**config.mk**
```make
export PLATFORM = sky130hd
export DESIGN_NAME = mips_cpu_reg_file
export DESIGN_NICKNAME = d
export VERILOG_FILES = /design/src/rtl/mips_cpu_pkg.sv /design/src/rtl/mips_cpu_reg_file.sv
export SDC_FILE = /design/constraint.sdc
export NUM_CORES = 2
export LEC_CHECK = 0
export ABC_CLOCK_PERIOD_IN_PS = 2700
export BUFFER_PORTS_ARGS = -buffer_cell sky130_fd_sc_hd__buf_2
export CAP_MARGIN = 10
export CORE_MARGIN = 2
export CORE_UTILIZATION = 64
export CTS_CLUSTER_DIAMETER = 150
export DETAILED_ROUTE_END_ITERATION = 7
export GPL_TIMING_DRIVEN = 0
export PLACE_DENSITY_LB_ADDON = 0.1
export RECOVER_POWER = 50
export SLEW_MARGIN = 40
export SYNTH_ARGS = -nofsm -noshare
export SYNTH_HDL_FRONTEND = slang
export SYNTH_SLANG_ARGS = --single-unit
```
**constraint.sdc**
```tcl
create_clock -name clk -period 2.7 [get_ports clk]
set_input_delay 0.27 -clock clk [delete_from_list [all_inputs] [get_ports clk]]
set_output_delay 0.27 -clock clk [all_outputs]
set_load 0.02 [all_outputs]
```
**src/rtl/mips_cpu_pkg.sv**
```systemverilog
// Shared definitions for the multicycle MIPS CPU: register index width and the
// architecturally special register indices.
package mips_cpu_pkg;

   localparam int REG_IDX_W = 5;

   typedef logic [REG_IDX_W-1:0] reg_idx_t;

   // $zero is hardwired, $v0 feeds the register_v0 debug output, $ra is the link target.
   localparam reg_idx_t REG_ZERO = 5'd0;
   localparam reg_idx_t REG_V0   = 5'd2;
   localparam reg_idx_t REG_RA   = 5'd31;

endpackage : mips_cpu_pkg

```
**src/rtl/mips_cpu_reg_file.sv**
```systemverilog
// 32 x 32 general-purpose register file: two combinational read ports, one
// synchronous write port, $0 hardwired to zero, synchronous clear on reset.
module mips_cpu_reg_file
   import mips_cpu_pkg::*;
#(
   parameter int DATA_WIDTH   = 32,
   parameter int ADDR_WIDTH   = 5,
   parameter bit WRITE_BYPASS = 1'b0
) (
   input  logic                  clk,
   input  logic                  reset,
   input  logic [ADDR_WIDTH-1:0] read_reg1,
   input  logic [ADDR_WIDTH-1:0] read_reg2,
   input  logic [ADDR_WIDTH-1:0] write_reg,
   input  logic [DATA_WIDTH-1:0] write_data,
   input  logic                  write_enable,
   output logic [DATA_WIDTH-1:0] read_data1,
   output logic [DATA_WIDTH-1:0] read_data2
);

   localparam int NUM_REGS = 2 ** ADDR_WIDTH;
   localparam logic [ADDR_WIDTH-1:0] ZERO_IDX = ADDR_WIDTH'(REG_ZERO);

   logic [DATA_WIDTH-1:0] regs [NUM_REGS];

   logic                  write_valid;
   logic [ADDR_WIDTH-1:0] rd_addr [2];
   logic [DATA_WIDTH-1:0] rd_data [2];

   // Writes aimed at $0 are dropped here so the stored entry never leaves zero.
   assign write_valid = write_enable && (write_reg != ZERO_IDX);

   // NOTE: the whole array is cleared on reset because the CPU relies on every
   // register being defined afterwards; this rules out a plain RAM macro.
   always_ff @(posedge clk) begin
      if (reset) begin
         for (int i = 0; i < NUM_REGS; i++) begin
            regs[i] <= '0;
         end
      end else if (write_valid) begin
         // NOTE: non-blocking so reads in the same cycle still see the old value.
         regs[write_reg] <= write_data;
      end
   end

   assign rd_addr[0] = read_reg1;
   assign rd_addr[1] = read_reg2;

   // NOTE: every path assigns rd_data first, so no latch is inferred.
   always_comb begin
      for (int p = 0; p < 2; p++) begin
         rd_data[p] = regs[rd_addr[p]];
         if (WRITE_BYPASS && write_valid && (write_reg == rd_addr[p])) begin
            rd_data[p] = write_data;
         end
         if (rd_addr[p] == ZERO_IDX) begin
            rd_data[p] = '0;
         end
      end
   end

   assign read_data1 = rd_data[0];
   assign read_data2 = rd_data[1];

endmodule : mips_cpu_reg_file

```
==> metrics.cfg <==
[floorplanning]
die_x_um = 295
coreArea_um2 = 83800
die_y_um = 295
ios = 114
core.rowCount = 106
start_util = 0.647
die_area_um2 = 87100

[cts]
cts.clk_slew.worst_paths_ns = 0.06
cts_buffer_depth = 3
htree_levels = 3
cts_tree = done
cts_buffers = 108
clk_root_buffer_cell = clkbuf_16
clkSinkCount = 1024

[global_route]
grt_pass1_vias = 38000
grt_max_degree = 33
gr-total-overflow = 0
grtUsageTotal = 0.479
grt_antenna_before_repair = 6
grt_pass1_wl_mm = 281

[detailed_routing]
totalWireLength_mm = 208
dr_total_vias = 38600
wl_per_cell_um = 41.4
drt-initial-drc-count = 6858
vias_per_cell = 7.67
first_pass_iters = 6
ant_nets = 0
drc = 0

[min_path]
hold_path_class = primary input to flip-flop
holdPathStages = 2
min_to = regs[5][8]
min-delay-start = write_data[8]

[logic_synthesis]
syn-instance-count = 3502
ys_seq_area_frac = 0.567
synth.area.top_cells = edfxtp_1 (57%), mux4_2 (20%), and2_1 (11%)
synth_edf_count = 1024
ys_warn_count = 0
netlist_area_um2 = 54200
ys_types = 42
yosysMostFrequentCell = edfxtp_1
avgSynthCellArea_um2 = 15.5
ys_top_cells_by_count = edfxtp_1 (1024), and2_1 (995), mux4_2 (472), clkbuf_1 (272), mux2i_1 (150)
ys_ff_latch = 1024
synth_top_cell_area_share = 0.567
async_flop_share = 0
synth_largest_area_cell = edfxtp_1
synth_top_flop_cell = edfxtp_1

[worst_setup_path]
slowest_delay_ns = 0.63
arrival_ns = 2.87
path_buf_inv = 1
cpLargestDelayFamily = compound AO/OA/AOI/OAI gates
critPathKind = flip-flop to output port
crit_required_ns = 2.43
worstPathCellList = mux4_2 > a22o_4 > a2111oi_4 > nor3_4 > buf_6
crit_start = regs[31][14]
endpoint_kind = output port
start_kind = flip-flop
worst-path-max-fanout = 2
slowest_stage = a2111oi_4

[cells_and_area]
nets = 3846
top_register = regs
area_growth_pct = 16.9
reg.largest.list = regs x1024
drive_gt1_frac = 0.320
largest_reg_flops = 1024
utilization = 0.757

[placement]
finalWeightedCongestion = 1.02
dpl.hpwl_mm = 140
port_buffers = 107
dp_slack_ns = -1.25

[outcome]
violations = negative hold slack, max-capacitance violations, max-slew violations, negative setup slack
status = complete, but fails checks

[sta]
grt_setup_unrepaired = true
hold_violations = 1
max_freq_ghz = 0.318
worst_slew_pin_slew_ns = 2.40
setup_violations = 81
finalCritPeriodShare = 1.16
hold_ws_ns = -0.00226
slew_viol_final = 29
period_needed_ns = 3.14
final.setup.worst_slack_ns = -0.444
slew_headroom = -0.599

[power_and_ir_drop]
p_per_area_nw_per_um2 = 631
peakVddDrop_v = 0.000604
leakagePower_nw = 21.5

[flow_run]
maxCapViolations = 1

-- metrics by stage --
| stage | power (mW) | cells | cell area [µm²] | TNS [ns] |
|---|---|---|---|---|
| floorplan | 21.9 | 3533 | 54300 | 0 |
| global placement | 23.9 | 4774 | 56300 | -412.60 |
| detailed placement | 24.1 | 4778 | 56600 | -191.66 |
| CTS | 39.1 | 4998 | 62400 | -9.96 |
| global route | 40.3 | 5022 | 63400 | -10.11 |
| finish | 40.0 | 5024 | 63400 | -11.30 |
-- logic make-up (layout without fill, tap and decap cells) --
logic type	after synthesis	count (layout)	share of synthesized area
AOI/OAI and AO/OA	259	259	0.0365
buffers and inverters	389	743	0.0331
DFF	1024	1024	0.567
other	1	35	0.0000691
and+or+nand+nor	1177	1177	0.133
muxes	652	652	0.230
-- worst max path at each step --
stage                endpoint  slack (ns)  depth (start not counted)
6_report       read_data1[14]       -0.44                          5
5_1_grt        read_data1[14]       -0.43                          5
4_1_cts        read_data2[15]       -0.37                          5
3_5_place_dp   read_data2[18]       -1.25                          9
3_3_place_gp   read_data1[13]       -1.81                          6
2_1_floorplan  read_data1[30]        0.17                          6
-- layer usage --
layer	track usage	part of all wire
met1	0.585	0.31
met4	0.348	0.095
met3	0.201	0.17
met5	0.0222	0.0015
met2	0.689	0.43
-- repair_timing --
item,CTS,global route
endpoints found under the setup margin,64,64
endpoints found under the hold margin,10,1
cloned,0,0
hold buffers,10,1
setup buffers,13,25
pin swaps,84,46
resized for setup,437,184
-- area by class of cell --
cell class	instances	area, µm²
clock inverters	79	637
repair buffers	159	1190
fillers	4932	20400
plain buffers	381	2490
well taps	1134	1420
clock buffers	122	2800
diodes	3	7.51
multi-input cells	2120	24100
inverters	2	7.51
flip-flops and latches	1024	30700
-- layout by cell type, fill, tap and decap left out, drive strengths merged, types with 5 or more instances in the layout --
cell	instances
inv	6
a22o	51
conb	32
mux2	30
and2	995
clkinv	62
mux4	472
nor2	36
o22ai	103
mux2i	150
nor4	6
buf	262
nand2b	5
edfxtp	1024
a2111oi	55
a211oi	7
bufinv	10
clkbuf	389
nor3	54
dlygate4sd3	11
or2	33
nor2b	14
a21oi	12
nand2	7
nand3b	5
nand3	5
a22oi	16
-- where the power goes --
group          leakage [nW]  switching [mW]  internal (mW)
logic                  10.0            3.68           2.45
registers              9.75           0.522           18.4
clock network          1.69            6.62           8.35
No activity file was read; power rests on OpenSTA's default activity.
